File: src/rtl/qspi_ram_pkg.sv
// Shared types and command codes for the quad-SPI RAM responder.
package qspi_ram_pkg;

   typedef enum logic [2:0] {
      IDLE,
      CMD,
      ADDR,
      DUMMY,
      RDATA,
      WDATA,
      IGNORE
   } state_t;

   localparam logic [7:0] CMD_QREAD     = 8'hEB;
   localparam logic [7:0] CMD_QWRITE    = 8'h38;
   localparam logic [7:0] CMD_WRITE_ALT = 8'h02;

   localparam int ADDR_NIBBLES = 6;

   function automatic logic is_write_cmd(input logic [7:0] c);
      return (c == CMD_QWRITE) || (c == CMD_WRITE_ALT);
   endfunction

endpackage

File: src/rtl/qspi_edge_sync.sv
// Brings the asynchronous pad signals into the clk domain and turns the
// synchronized chip select and serial clock into one-clk edge pulses.
module qspi_edge_sync (
   input  logic       clk,
   input  logic       rst,
   input  logic       cs_n,
   input  logic       sclk,
   input  logic [3:0] io_in,
   output logic       cs_n_s,
   output logic       cs_fall,
   output logic       cs_rise,
   output logic       sclk_rise,
   output logic       sclk_fall,
   output logic [3:0] io_s
);

   // Bit layout of both synchronizer ranks: {cs_n, sclk, io[3:0]}
   logic [5:0] meta_q, meta_d;
   logic [5:0] sync_q, sync_d;
   logic       cs_prev_q, cs_prev_d;
   logic       sclk_prev_q, sclk_prev_d;

   always_comb begin
      meta_d      = {cs_n, sclk, io_in};
      sync_d      = meta_q;
      cs_prev_d   = sync_q[5];
      sclk_prev_d = sync_q[4];
   end

   always_ff @(posedge clk) begin
      if (rst) begin
         meta_q      <= '0;
         sync_q      <= '0;
         cs_prev_q   <= 1'b0;
         sclk_prev_q <= 1'b0;
      end else begin
         meta_q      <= meta_d;
         sync_q      <= sync_d;
         cs_prev_q   <= cs_prev_d;
         sclk_prev_q <= sclk_prev_d;
      end
   end

   assign cs_n_s    = sync_q[5];
   assign cs_fall   = cs_prev_q & ~sync_q[5];
   assign cs_rise   = ~cs_prev_q & sync_q[5];
   assign sclk_rise = ~sclk_prev_q & sync_q[4];
   assign sclk_fall = sclk_prev_q & ~sync_q[4];
   assign io_s      = sync_q[3:0];

endmodule

File: src/rtl/qspi_ram_responder.sv
// Quad-SPI RAM target: decodes quad read/write commands from an external
// initiator and turns them into byte accesses on a synchronous memory port.
module qspi_ram_responder #(
   parameter int ADDR_W        = 16,
   parameter int DUMMY_NIBBLES = 6
) (
   input  logic              clk,
   input  logic              rst,
   input  logic              cs_n,
   input  logic              sclk,
   input  logic [3:0]        io_in,
   output logic [3:0]        io_out,
   output logic [3:0]        io_oe,
   output logic [ADDR_W-1:0] mem_addr,
   output logic [7:0]        mem_wdata,
   output logic              mem_we,
   output logic              mem_re,
   input  logic [7:0]        mem_rdata
);
   import qspi_ram_pkg::*;

   localparam logic [7:0] DUMMY_LAST = 8'(DUMMY_NIBBLES - 1);
   localparam logic [7:0] ADDR_LAST  = 8'(ADDR_NIBBLES - 1);

   logic              cs_n_s, cs_fall, cs_rise;
   logic              sclk_rise_raw, sclk_fall_raw;
   logic              sclk_rise, sclk_fall;
   logic [3:0]        io_s;
   logic [7:0]        cmd_byte;

   state_t            state_q, state_d;
   logic [7:0]        cnt_q, cnt_d;
   logic              is_wr_q, is_wr_d;
   logic              hi_q, hi_d;
   logic              oe_q, oe_d;
   logic [3:0]        io_out_q, io_out_d;
   logic [ADDR_W-1:0] addr_q, addr_d;
   logic [7:0]        mem_wdata_q, mem_wdata_d;
   logic              mem_we_q, mem_we_d;
   logic              mem_re_q, mem_re_d;
   logic              rd_pend_q, rd_pend_d;
   logic [3:0]        nib_q, nib_d;
   logic [7:0]        rdata_q, rdata_d;

   qspi_edge_sync u_sync (
      .clk       (clk),
      .rst       (rst),
      .cs_n      (cs_n),
      .sclk      (sclk),
      .io_in     (io_in),
      .cs_n_s    (cs_n_s),
      .cs_fall   (cs_fall),
      .cs_rise   (cs_rise),
      .sclk_rise (sclk_rise_raw),
      .sclk_fall (sclk_fall_raw),
      .io_s      (io_s)
   );

   // SCLK activity only counts while the target is selected
   assign sclk_rise = sclk_rise_raw & ~cs_n_s;
   assign sclk_fall = sclk_fall_raw & ~cs_n_s;
   assign cmd_byte  = {nib_q, io_s};

   always_comb begin
      state_d     = state_q;
      cnt_d       = cnt_q;
      is_wr_d     = is_wr_q;
      hi_d        = hi_q;
      oe_d        = oe_q;
      io_out_d    = io_out_q;
      addr_d      = addr_q;
      mem_wdata_d = mem_wdata_q;
      mem_we_d    = 1'b0;
      mem_re_d    = 1'b0;
      rd_pend_d   = mem_re_q;
      nib_d       = nib_q;
      rdata_d     = rdata_q;

      if (rd_pend_q) rdata_d = mem_rdata;
      // Post-increment one clk after the write strobe so mem_addr is stable during it
      if (mem_we_q) addr_d = addr_q + ADDR_W'(1);

      if (cs_rise) begin
         state_d = IDLE;
         oe_d    = 1'b0;
      end else begin
         case (state_q)
            IDLE: begin
               if (cs_fall) begin
                  state_d = CMD;
                  cnt_d   = '0;
               end
            end
            CMD: begin
               if (sclk_rise) begin
                  if (cnt_q == 8'd0) begin
                     nib_d = io_s;
                     cnt_d = 8'd1;
                  end else begin
                     cnt_d = '0;
                     if (cmd_byte == CMD_QREAD) begin
                        is_wr_d = 1'b0;
                        state_d = ADDR;
                     end else if (is_write_cmd(cmd_byte)) begin
                        is_wr_d = 1'b1;
                        state_d = ADDR;
                     end else begin
                        state_d = IGNORE;
                     end
                  end
               end
            end
            ADDR: begin
               // Shifting all 24 address bits through ADDR_W keeps only the low bits
               if (sclk_rise) begin
                  addr_d = {addr_q[ADDR_W-5:0], io_s};
                  if (cnt_q == ADDR_LAST) begin
                     cnt_d = '0;
                     hi_d  = 1'b1;
                     if (is_wr_q) begin
                        state_d = WDATA;
                     end else begin
                        state_d  = DUMMY;
                        mem_re_d = 1'b1;
                     end
                  end else begin
                     cnt_d = cnt_q + 8'd1;
                  end
               end
            end
            DUMMY: begin
               if (sclk_rise) begin
                  if (cnt_q == DUMMY_LAST) begin
                     cnt_d   = '0;
                     hi_d    = 1'b1;
                     state_d = RDATA;
                  end else begin
                     cnt_d = cnt_q + 8'd1;
                  end
               end
            end
            RDATA: begin
               if (sclk_fall) begin
                  oe_d = 1'b1;
                  if (hi_q) begin
                     io_out_d = rdata_q[7:4];
                     hi_d     = 1'b0;
                  end else begin
                     io_out_d = rdata_q[3:0];
                     hi_d     = 1'b1;
                     addr_d   = addr_q + ADDR_W'(1);
                     mem_re_d = 1'b1;
                  end
               end
            end
            WDATA: begin
               if (sclk_rise) begin
                  if (hi_q) begin
                     nib_d = io_s;
                     hi_d  = 1'b0;
                  end else begin
                     mem_wdata_d = {nib_q, io_s};
                     mem_we_d    = 1'b1;
                     hi_d        = 1'b1;
                  end
               end
            end
            IGNORE: begin
               oe_d = 1'b0;
            end
            default: begin
               state_d = IDLE;
               oe_d    = 1'b0;
            end
         endcase
      end
   end

   always_ff @(posedge clk) begin
      if (rst) begin
         state_q     <= IDLE;
         cnt_q       <= '0;
         is_wr_q     <= 1'b0;
         hi_q        <= 1'b1;
         oe_q        <= 1'b0;
         io_out_q    <= '0;
         addr_q      <= '0;
         mem_wdata_q <= '0;
         mem_we_q    <= 1'b0;
         mem_re_q    <= 1'b0;
         rd_pend_q   <= 1'b0;
      end else begin
         state_q     <= state_d;
         cnt_q       <= cnt_d;
         is_wr_q     <= is_wr_d;
         hi_q        <= hi_d;
         oe_q        <= oe_d;
         io_out_q    <= io_out_d;
         addr_q      <= addr_d;
         mem_wdata_q <= mem_wdata_d;
         mem_we_q    <= mem_we_d;
         mem_re_q    <= mem_re_d;
         rd_pend_q   <= rd_pend_d;
      end
   end

   // Nibble and read-byte holding registers are qualified by the FSM, so no reset
   always_ff @(posedge clk) begin
      nib_q   <= nib_d;
      rdata_q <= rdata_d;
   end

   assign io_out    = io_out_q;
   assign io_oe     = {4{oe_q}};
   assign mem_addr  = addr_q;
   assign mem_wdata = mem_wdata_q;
   assign mem_we    = mem_we_q;
   assign mem_re    = mem_re_q;

endmodule

File: config.mk
export PLATFORM = sky130hd
export DESIGN_NAME = qspi_ram_responder
export DESIGN_NICKNAME = d
export VERILOG_FILES = /design/src/rtl/qspi_ram_pkg.sv /design/src/rtl/qspi_edge_sync.sv /design/src/rtl/qspi_ram_responder.sv
export SDC_FILE = /design/constraint.sdc
export NUM_CORES = 1
export LEC_CHECK = 0
export ABC_AREA = 0
export CORE_UTILIZATION = 50
export CTS_CLUSTER_DIAMETER = 50
export CTS_CLUSTER_SIZE = 14
export DETAILED_ROUTE_END_ITERATION = 6
export GPL_TIMING_DRIVEN = 0
export PLACE_DENSITY = 0.74
export SLEW_MARGIN = 20
export SYNTH_ARGS = -nofsm -noshare
export SYNTH_HDL_FRONTEND = slang
export SYNTH_SLANG_ARGS = --single-unit
File: constraint.sdc
create_clock -name clk -period 3 [get_ports clk]
set_input_delay 0.75 -clock clk [delete_from_list [all_inputs] [get_ports clk]]
set_output_delay 0.75 -clock clk [all_outputs]
set_load 0.1 [all_outputs]
==> results of run 1 <==
-- power by group --
part / internal (W) / switching (W)
logic: 0.0000430 / 0.0000579
clock network: 0.000466 / 0.000368
registers: 0.000977 / 0.00000837
total: 0.00149 / 0.000435
-- cell usage after synthesis (2+ instances only) --
cell type  number  area, sq um
a2111oi_0       5        43.79
a211oi_1        6        45.04
a21oi_1        18        90.09
a221oi_1        3        26.28
a222oi_1        2        20.02
a22oi_1         3        22.52
a2bb2oi_1       4        35.03
a31oi_1         5        31.28
a32o_1          2        20.02
a41o_1          2        20.02
and3_1          4        25.02
buf_2           5        25.02
buf_4           4        30.03
clkbuf_1       21        78.83
dfxtp_1        59         1181
edfxtp_1       12        360.4
ha_1            4        50.05
inv_1           7        26.28
mux2i_1        14        140.1
nand2_1        21        78.83
nand2b_1        6        37.54
nand3_1        11        55.05
nand4_1         7        43.79
nor2_1         32        120.1
nor2b_1        23        143.9
nor3_1         12        60.06
nor3b_1         4        30.03
nor4b_1         2        17.52
nor4b_2         2        30.03
o21a_1          2        15.01
o21ai_0        19        95.09
o21ai_1         2        10.01
o22ai_1         5        31.28
o31ai_1         2        15.01
or3_1           6        37.54
or3b_1          2        17.52
or3b_2          3        26.28
or4_1           4        30.03
xnor2_1         8        70.07
xor2_1          3        26.28
-- final cells by class --
class | count | area, sq um
Fill cell | 574 | 2465
Multi-Input combinational cell | 272 | 1778
Sequential cell | 71 | 1541
Timing Repair Buffer | 49 | 490.5
Buffer | 32 | 142.6
Clock buffer | 10 | 127.6
Tap cell | 80 | 100.1
Clock inverter | 6 | 85.08
Inverter | 7 | 26.28
-- cell usage in the layout (no fill, tap or decap), types with 3 or more instances in the layout --
master,synthesis,layout
mux2i_1,14,14
or3b_2,3,3
dfxtp_1,59,59
clkdlybuf4s50_1,0,49
nand3_1,11,11
nand2b_1,6,6
buf_2,5,5
a31oi_1,5,5
a21oi_1,18,18
ha_1,4,4
clkbuf_1,21,22
a22oi_1,3,3
nor2b_1,23,23
nor3b_1,4,4
buf_4,4,4
o21ai_0,19,19
o22ai_1,5,5
or4_1,4,4
nand4_1,7,7
xor2_1,3,3
a221oi_1,3,3
inv_1,7,7
nand2_1,21,21
xnor2_1,8,8
nor2_1,32,32
a2bb2oi_1,4,4
a211oi_1,6,6
clkbuf_8,0,9
a2111oi_0,5,5
edfxtp_1,12,12
or3_1,6,6
and3_1,4,4
nor3_1,12,12
-- registers in the layout, indices dropped and copies added (netlist names), 3 cells and up --
register       cells
cnt_q              8
io_out             4
mem_addr          16
mem_wdata          8
nib_q              4
rdata_q            8
state_q            3
u_sync.meta_q      6
u_sync.sync_q      6
-- layer usage --
| layer | wire length (um) | GRT usage (%) | vias up |
|---|---|---|---|
| met4 | 135 | 9.242 | 0 |
| met5 | 0 | 0 | - |
| li1 | - | - | 1528 |
| met1 | 3908 | 32.62 | 1534 |
| met2 | 3949 | 38.91 | 123 |
| met3 | 443 | 3.754 | 16 |
-- worst paths after layout --
kind | cells after the start | end
hold reg to reg | 1 | u_sync.sync_q[0]$_SDFF_PP0_
hold / removal | 1 | u_sync.sync_q[0]$_SDFF_PP0_
setup / recovery | 1 | mem_addr[3]
setup reg to reg | 6 | mem_addr[14]$_SDFF_PP0_
-- stage by stage --
step	power, W	utilization (%)
after floorplan	0.001063	-
after global placement	0.001102	60.37
after detailed placement	0.001105	60.37
after CTS	0.001930	63.52
after global routing	0.001984	63.52
final	0.001920	63.52
-- cells by family (layout without fill, tap and decap cells) --
| logic type | count (synthesis) | count (layout) |
|---|---|---|
| and+or+nand+nor | 148 | 148 |
| AOI/OAI and AO/OA | 94 | 94 |
| DFF | 71 | 71 |
| buffers and inverters | 39 | 104 |
| muxes | 15 | 15 |
| xor gates and xnor gates | 11 | 11 |
| adders and majority gates | 4 | 4 |
==> run_results.csv, run 1 <==
group,metric,value,unit
job,maxCapViolCount,0,
placement,preCtsSetupSlack,0.1264,ns
global_route,grt_pass1_vias,3010,
sta,post-route-min-period,2.783,ns
sta,slew_viol_final,0,
global_route,grt_pass1_wl,14.15,mm
placement,place_congestion,0.8499,
sta,rsz0062_at_grt,"no",
critical_path,crit_buf_inv,1,
global_route,antenna_found_initial,0,
synthesis,avgSynthCellArea,9.132,sq um
sta,finalSetupViolations,0,
route,dr.pass1.iters,7,
route,wirelength,8.437,mm
cells_and_area,nets,462,
synthesis,synth_cell_types,66,
critical_path,start_kind,"register",
sta,hold_violations,0,
sta,period_share,92.77,%
synthesis,async_flop_share,0,%
global_route,grt_max_degree,13,
route,routed_via_density,6.074,
floorplan,die_y,85.53,um
sta,fin_setup_tns,0,ns
clocking,cts_buffers,9,
clocking,cts_root_buf,"clkbuf_8",
status,violations,"DRC",
critical_path,r2r_slack,0.45,ns
clocking,clock_path_buffers,2,
critical_path,path_cells,"clkdlybuf4s50_1",
synthesis,synth.cell_area,3488,sq um
synthesis,synth-simple-area-share,23.82,%
floorplan,dieArea,7315,sq um
clocking,cts_tree,"built",
power_and_ir_drop,peakVddDrop,325.1,uV
critical_path,max_stage_delay,1.19,ns
synthesis,synth_top_family_by_area,"simple AND/OR/NAND/NOR gates",
placement,place_inst,511,
synthesis,syn_nets,402,
worst_hold_path,holdCritPathClass,"reg2reg",
route,drt-initial-drc-count,252,
route,antenna_left,0,
route,routed-via-count,3201,
synthesis,ys_seq_elements,71,
cells_and_area,drive_gt1_share,7.606,%
critical_path,cpLargestDelayFamily,"buffers and inverters",
global_route,grt-ovfl-total,0,
placement,placed_cell_area,4079,sq um
cells_and_area,syn2layout_area_growth,23.03,%
clocking,hold_buffers,0,
sta,relSlewSlack,34.84,%
status,outcome,"finished, violations left",
critical_path,crit_fanout,7,
synthesis,synthCells,382,
placement,dpl.hpwl,5.783,mm
clocking,clock_latency,0.35,ns
cells_and_area,antenna_cells,0,
critical_path,crit_required,2.25,ns
clocking,cts_setup_buffers,0,
floorplan,ios,50,
global_route,grt_usage,24.08,%
critical_path,crit_slowest_cell,"clkdlybuf4s50_1",
power_and_ir_drop,power.leakage,1.503,nW
clocking,clk_pin_slew,0.08,ns
cells_and_area,fin_area,4292,sq um
synthesis,synth_xor_area_share,2.762,%
synthesis,synthFlopType,"dfxtp_1",
sta,timing.final.ws_setup,0.2168,ns
sta,timing.hold.ws,0.4417,ns
route,drc,1,
synthesis,synth-edff-count,12,
synthesis,synth_fa_ha_area_share,1.435,%
critical_path,worstSetupEndpointType,"output pin",
cells_and_area,final_cell_count_no_fill,527,
sta,tightest_slew,0.9743,ns
floorplan,num_rows,30,
critical_path,critical_path_class,"reg2out",
route,post_drt_wl_per_cell,16.01,um
floorplan,core_area,6756,sq um
clocking,cts_resized,0,
sta,finClkSkew,0.01030,ns
placement,io_buffers,49,
synthesis,synth_compound_area_share,18.62,%
critical_path,critPathLaunch,"mem_addr[3]$_SDFF_PP0_",
clocking,clock-sinks,71,
power_and_ir_drop,powerDensity,447.4,nW/um^2
critical_path,arrival,2.03,ns
sta,fmax,359.3,MHz
synthesis,yosysSeqAreaShare,44.19,%
floorplan,start_util,51.63,%
worst_hold_path,hold_start,"u_sync.meta_q[0]$_SDFF_PP0_",
critical_path,regToRegStartpoint,"hi_q$_SDFFE_PP1P_",
floorplan,die_w,85.53,um
clocking,h-tree-depth,3,
synthesis,yosys_warnings,0,
synthesis,synthMuxAreaShare,4.340,%
Power figures use the tool's default switching activity.
==> run 2, diff against run 1 <==
- CTS_CLUSTER_DIAMETER: 50 -> not set
- HOLD_SLACK_MARGIN: not set -> 0.15
==> results of run 2 <==
No change in the layout: final DEF, timing and power equal those of run 1.
==> run 3, diff against run 2 <==
- ABC_AREA: 0 -> not set
- SETUP_SLACK_MARGIN: not set -> 0.02
==> results of run 3 <==
No change in the layout: final DEF, timing and power equal those of run 1.
